File: src/rtl/run_ctrl.sv
// run_ctrl: run/step/halt sequencer producing a divided processor clock
// enable, a held processor reset, a saturating pulse counter and a limit.
//
// Ports:
//   CLOCK_50   in   sole clock, all state on its rising edge
//   RESET_N    in   asynchronous active-low reset
//   run_req    in   start/resume request (level)
//   step_req   in   single-step request (level)
//   clr_req    in   clear: restart reset hold, zero counters
//   hlt        in   processor halt indication
//   cpu_ce     out  registered clock enable, one cycle wide
//   cpu_rst_n  out  registered processor reset, active-low
//   state      out  HOLD=0 IDLE=1 RUN=2 STEP=3 HALT=4
//   cycle_cnt  out  issued cpu_ce pulses, saturating
//   limit_hit  out  sticky, MAX_CYCLES pulses issued
//
// Build option: define RUN_CTRL_STEP_EN to enable single-step support.
// Without it step_req is ignored and STEP is never entered.

module run_ctrl #(
    parameter int unsigned DIV         = 4,
    parameter int unsigned CNT_W       = 32,
    parameter int unsigned MAX_CYCLES  = 0,
    parameter int unsigned HOLD_CYCLES = 8
) (
    input  logic             CLOCK_50,
    input  logic             RESET_N,
    input  logic             run_req,
    input  logic             step_req,
    input  logic             clr_req,
    input  logic             hlt,
    output logic             cpu_ce,
    output logic             cpu_rst_n,
    output logic [2:0]       state,
    output logic [CNT_W-1:0] cycle_cnt,
    output logic             limit_hit
);

    localparam logic [2:0] S_HOLD = 3'd0;
    localparam logic [2:0] S_IDLE = 3'd1;
    localparam logic [2:0] S_RUN  = 3'd2;
    localparam logic [2:0] S_STEP = 3'd3;
    localparam logic [2:0] S_HALT = 3'd4;

    localparam int DW = (DIV > 1) ? $clog2(DIV) : 1;
    localparam int HW = (HOLD_CYCLES > 1) ? $clog2(HOLD_CYCLES) : 1;

    localparam logic [DW-1:0]    DIV_LAST  = DW'(DIV - 1);
    localparam logic [HW-1:0]    HOLD_LAST = HW'(HOLD_CYCLES - 1);
    localparam logic [CNT_W-1:0] CNT_SAT   = '1;
    localparam logic [63:0]      LIMIT     = 64'(MAX_CYCLES);

    logic [DW-1:0]    div_q;
    logic [HW-1:0]    hold_q;

    logic [2:0]       state_d;
    logic [DW-1:0]    div_d;
    logic [HW-1:0]    hold_d;
    logic             ce_d;
    logic [CNT_W-1:0] cnt_d;
    logic             limit_d;

    logic             step_go;
    logic             tick;
    logic [CNT_W-1:0] cnt_inc;
    logic             at_limit;

`ifdef RUN_CTRL_STEP_EN
    assign step_go = step_req;
`else
    wire unused_step = step_req;
    assign step_go = 1'b0;
`endif

    // Divider boundary: a pulse issued on this edge is visible next cycle.
    assign tick = (div_q == DIV_LAST);

    // Saturating increment; the counter never wraps.
    assign cnt_inc = (cycle_cnt == CNT_SAT) ? cycle_cnt
                                            : cycle_cnt + CNT_W'(1);

    // The pulse that makes the count equal the limit is still issued.
    assign at_limit = (MAX_CYCLES != 0) && (64'(cnt_inc) == LIMIT);

    always_comb begin
        state_d = state;
        div_d   = div_q;
        hold_d  = hold_q;
        ce_d    = 1'b0;
        cnt_d   = cycle_cnt;
        limit_d = limit_hit;

        unique case (state)
            S_HOLD: begin
                if (hold_q == HOLD_LAST) begin
                    state_d = S_IDLE;
                    hold_d  = '0;
                end else begin
                    hold_d = hold_q + HW'(1);
                end
            end

            S_IDLE: begin
                if (run_req) begin
                    state_d = S_RUN;
                    div_d   = '0;
                end else if (step_go) begin
                    state_d = S_STEP;
                    div_d   = '0;
                end
            end

            S_RUN: begin
                // Halt suppresses a pulse falling due on the same edge.
                if (hlt) begin
                    state_d = S_HALT;
                end else if (tick) begin
                    ce_d  = 1'b1;
                    cnt_d = cnt_inc;
                    div_d = '0;
                    if (at_limit) begin
                        limit_d = 1'b1;
                        state_d = S_HALT;
                    end
                end else begin
                    div_d = div_q + DW'(1);
                end
            end

`ifdef RUN_CTRL_STEP_EN
            S_STEP: begin
                if (tick) begin
                    ce_d    = 1'b1;
                    cnt_d   = cnt_inc;
                    div_d   = '0;
                    state_d = S_IDLE;
                    if (at_limit) begin
                        limit_d = 1'b1;
                        state_d = S_HALT;
                    end
                end else begin
                    div_d = div_q + DW'(1);
                end
            end
`endif

            S_HALT: begin
                if (!limit_hit) begin
                    if (run_req) begin
                        state_d = S_RUN;
                        div_d   = '0;
                    end else if (step_go) begin
                        state_d = S_STEP;
                        div_d   = '0;
                    end
                end
            end

            default: begin
                state_d = S_HOLD;
                hold_d  = '0;
                div_d   = '0;
            end
        endcase

        // Clear overrides everything, including a pulse due this edge.
        if (clr_req) begin
            state_d = S_HOLD;
            hold_d  = '0;
            div_d   = '0;
            ce_d    = 1'b0;
            cnt_d   = '0;
            limit_d = 1'b0;
        end
    end

    always_ff @(posedge CLOCK_50 or negedge RESET_N) begin
        if (!RESET_N) begin
            state     <= S_HOLD;
            div_q     <= '0;
            hold_q    <= '0;
            cpu_ce    <= 1'b0;
            cpu_rst_n <= 1'b0;
            cycle_cnt <= '0;
            limit_hit <= 1'b0;
        end else begin
            state     <= state_d;
            div_q     <= div_d;
            hold_q    <= hold_d;
            cpu_ce    <= ce_d;
            cpu_rst_n <= (state_d != S_HOLD);
            cycle_cnt <= cnt_d;
            limit_hit <= limit_d;
        end
    end

endmodule

File: config.mk
export PLATFORM = sky130hd
export DESIGN_NAME = run_ctrl
export DESIGN_NICKNAME = d
export VERILOG_FILES = /design/src/rtl/run_ctrl.sv
export SDC_FILE = /design/constraint.sdc
export NUM_CORES = 1
export LEC_CHECK = 0
export CAP_MARGIN = 25
export CORE_AREA = 2 2 82 84
export DETAILED_ROUTE_END_ITERATION = 6
export DIE_AREA = 0 0 84 86
export HOLD_SLACK_MARGIN = 0.15
export SLEW_MARGIN = 20
export SYNTH_ARGS = -nofsm -noshare
export SYNTH_HDL_FRONTEND = slang
export SYNTH_SLANG_ARGS = --single-unit
File: constraint.sdc
create_clock -name CLOCK_50 -period 1.95 [get_ports CLOCK_50]
set_input_delay 0.2925 -clock CLOCK_50 [delete_from_list [all_inputs] [get_ports CLOCK_50]]
set_output_delay 0.2925 -clock CLOCK_50 [all_outputs]
set_load 0.02 [all_outputs]
==> metrics.log <==
[metrics] proportion of layout cells with a drive suffix above 1: 0.2797
[metrics] Cell variety after synth: 45
[metrics] required arrival time at the worst endpoint: between 2 and 2.5 ns
[metrics] growth of design area from synthesis to finish: 42.29%
[metrics] Hold Violations, Final: 0
[metrics] total half-perimeter wirelength after legalization and detailed placement: ~4700 µm
[metrics] global router's overall resource usage: 0.1809
[metrics] clock tree from TritonCTS: done
[metrics] buffer levels on the longest clock path: 2
[metrics] Final Wtd Congestion: around 0.79
[metrics] dominant combinational cell family by area after synthesis: simple AND/OR/NAND/NOR gates
[metrics] routed length per instance: 14.46 µm
[metrics] TritonCTS buffer count: 5
[metrics] largest net degree at the start of global routing: 28
[metrics] proportion of synthesized area in mux cells: 0.01281
[metrics] Chip Width: 84 µm
[metrics] type of origin of the critical path: register
[metrics] worst-skew pair later-pin latency: 0.30 ns
[metrics] class of the tightest hold or removal check: in2async
[metrics] minimum period implied by the final worst setup slack: 1.951 ns
[metrics] Critical Path End Type: register
[metrics] xor and xnor fraction of the mapped netlist area: 0.01435
[metrics] worst-case setup margin in the final layout: -0.001443 ns
[metrics] PD cells: 451.0 nW/µm²
[metrics] part of the power in the clock network: 0.384
[metrics] slew margin rel.: 0.6626
[metrics] Post-Route WL: approximately 6200 µm
[metrics] number of flops mapped to enable cells by yosys: 0
[metrics] Worst EP arrival: ~2.2 ns
[metrics] effective utilization at floorplan: 0.3889
[metrics] P_sw: 0.0003728 W
[metrics] final core utilization: 0.5533
[metrics] wire length of the first global-routing pass: roughly 11000 µm
[metrics] Post-Syn Instances: roughly 270
[metrics] buffer cell driving the clock tree root: clkbuf_8
[metrics] H-tree lvl count: 2
[metrics] number of DRC violations after detailed-routing iteration 0: slightly below 90
[metrics] final-report max-slew violation count: 0
[metrics] via count of the first global-routing pass: approximately 2200
[metrics] combinational share of power: 0.052
[metrics] number of synthesis warnings: 0
[metrics] failing checks: negative setup slack
[metrics] slowest library cell on the worst path: or4_4
[metrics] final setup violation count: 1
[metrics] Clock Pin Slew Worst Setup and Hold Paths: 0.08 ns
[metrics] achievable clock frequency: slightly above 500 MHz
[metrics] number of detailed-routing iterations run before antenna repair: 4
[metrics] final cycle utilization of the critical path: 1.001
[metrics] unrepaired setup endpoints after global routing: yes
[metrics] proportion of power drawn by flip-flops and latches: 0.564
[metrics] DRC errors left: 0
[metrics] antenna diode count: 0
[metrics] row cnt: 29
[metrics] crit-path cells: ha_4 -> and4_4 -> nand4_4 -> or4_4 -> or3_1 -> a21oi_1
[metrics] total of flip-flops plus latches after synthesis: 42
[metrics] Avg Cell Area, Syn: 9.212 µm²
[metrics] vertical extent of the die: between 80 and 90 µm
[metrics] leakage power total: about 1.4 nW
[metrics] antenna violations before repair: 0
[metrics] average vias per placed instance: roughly 5.5
[metrics] most frequent standard cell in the layout excluding fill and tap cells: buf_4
[metrics] placeable core region: 6277 µm²
[metrics] number of nets in the final layout: approximately 360
[metrics] number of max-capacitance violations reported: 0
[metrics] crit-path max cell delay: about 0.5 ns
[metrics] die outline area: approximately 7200 µm²
[metrics] commonest cells after routing, fill and taps aside: buf_4 (53), clkdlybuf4s50_1 (40), a21oi_1 (29), dfrtp_1 (29), o21ai_0 (20)
[metrics] # clock sinks: 42
[metrics] Detail Route Antenna Nets: 0
[metrics] area fraction in compound gates after synthesis: 0.1604
[metrics] post-synthesis share of cell area spent on full adders, half adders and majority gates: 0.02460
[metrics] Mapped Area: 2441 µm²
[metrics] residual overflow from global routing: 0
[metrics] outcome: finished, violations left
[metrics] Crit Path Max Fanout: 5
[metrics] ys async rst share: 1.000
[metrics] I/O Pins: 44
[metrics] fill cell instance count of the final layout: approximately 590
[metrics] total internal power: approximately 0.0012 W
[metrics] worst-case vdd ir drop: ~280 µV
[metrics] switch share: 0.2380
[metrics] Crit Path Class: reg2reg
[metrics] post-synth net total: between 200 and 300
[metrics] Final Skew: just over 0.007 ns
[metrics] dominant register cell in the synthesized netlist: dfrtp_1
[metrics] Seq/Total Area, Yosys: 0.4305
[metrics] Simple-Gate Fraction of Synth Area: 0.3075
[metrics] post-route standard cell area excluding fillers: around 3500 µm²
[metrics] transition time at the pin with the least slew margin: around 0.51 ns
[metrics] buffers added on ports: a little over 40
[metrics] placed standard-cell area: 3312 µm²
[metrics] detailed-route via count: 2369
## state kept, by name, summed over array words and instances, names as in the netlist
signal     count
cycle_cnt     32
hold_q         3
state          3
div_q          2
cpu_ce         1
cpu_rst_n      1
## routing by layer
metal,vias to the layer above,GRT usage,routed length [µm]
met5,-,0,0
li1,1161,-,-
met1,1169,0.2461,2998
met4,0,0.04839,60
met2,33,0.2989,2986
met3,6,0.03272,186
## through the flow
stage / setup WS (ns) / total power [W] / TNS [ns] / cells / hold slack (ns)
2_1_floorplan: -0.03444 / 0.0009358 / -0.3034 / 265 / -0.003091
3_3_place_gp: -0.2669 / 0.0009800 / -4.108 / 419 / 0.2878
3_5_place_dp: -0.3018 / 0.0009828 / -4.653 / 419 / 0.2929
4_1_cts: 0.001793 / 0.001582 / 0 / 429 / 0.5071
5_1_grt: -0.05571 / 0.001629 / -0.1064 / 431 / 0.5344
6_report: -0.001443 / 0.001567 / -0.001443 / 431 / 0.4852
## final cells by class
type,instances,area (µm²),area share
multi-input cells,202,1339,0.3854
flip-flops and latches,42,1067,0.3073
repair buffers,98,864.6,0.2489
well taps,77,96.34,0.02774
clock buffers,7,86.33,0.02486
inverters,4,15.01,0.004323
clock inverters,1,5.005,0.001441
## synthesized netlist by cell type (2+ instances only)
cell type,instances,area (µm²)
dfrtp_1,42,1051
a21oi_1,29,145.1
o21ai_0,21,105.1
nand2_1,18,67.56
or3_1,18,112.6
nor2_1,16,60.06
nand3_1,15,75.07
nand4_1,11,68.82
or4_1,11,82.58
o31ai_1,9,67.56
and4_1,6,52.55
buf_4,6,45.04
nor3_1,6,30.03
clkbuf_1,5,18.77
and2_1,4,25.02
ha_1,4,50.05
inv_1,4,15.01
a22oi_1,3,22.52
and3_1,3,18.77
buf_2,3,15.01
xnor2_1,3,26.28
a211oi_1,2,15.01
mux2i_1,2,20.02
nand4_2,2,25.02
nor4_1,2,12.51
## worst max-delay path, delay by kind of cell (launching register included)
| kind | cells | cell delay, ns |
|---|---|---|
| AO/OA/AOI/OAI | 1 | 0.13 |
| flip-flops | 1 | 0.39 |
| AND/OR/NAND/NOR | 4 | 1.22 |
| adder cells (fa/ha/maj) | 1 | 0.14 |
## power groups by stage
stage	Sequential, W	Clock, W	Combinational (W)
2_1_floorplan	0.000900	0	0.0000359
3_3_place_gp	0.000900	0	0.0000800
3_5_place_dp	0.000900	0	0.0000828
4_1_cts	0.000883	0.000614	0.0000846
5_1_grt	0.000884	0.000652	0.0000930
6_report	0.000883	0.000602	0.0000821
## cell families (layout without fill, tap and decap cells)
logic type	Yosys count	count (layout)
and+or+nand+nor	122	122
AOI/OAI and AO/OA	67	67
DFF	42	42
buffers and inverters	21	110
adders and majority gates	5	5
xor gates and xnor gates	4	4
muxes	3	3
other	1	1
## repair_timing
item,CTS,global route
gates resized for setup,2,10
endpoints found under the setup margin,4,16
cloned,0,0
hold buffers,1,0
pin swaps,2,2
setup buffers,1,2
hold endpoints to repair,20,0
## worst paths after layout
kind / start / end / slack, ns / cells after the start
max in group asynchronous: RESET_N / cycle_cnt[1] / 0.96 / 3
min in group CLOCK_50: div_q[1] / div_q[1] / 0.55 / 2
worst min register to register: div_q[1] / div_q[1] / 0.55 / 2
worst max register to register: cycle_cnt[1] / cycle_cnt[26] / -0.001 / 6
worst min-delay path: RESET_N / cycle_cnt[8] / 0.49 / 2
worst max-delay path: cycle_cnt[1] / cycle_cnt[26] / -0.001 / 6
(Power assumes the default switching activity.)
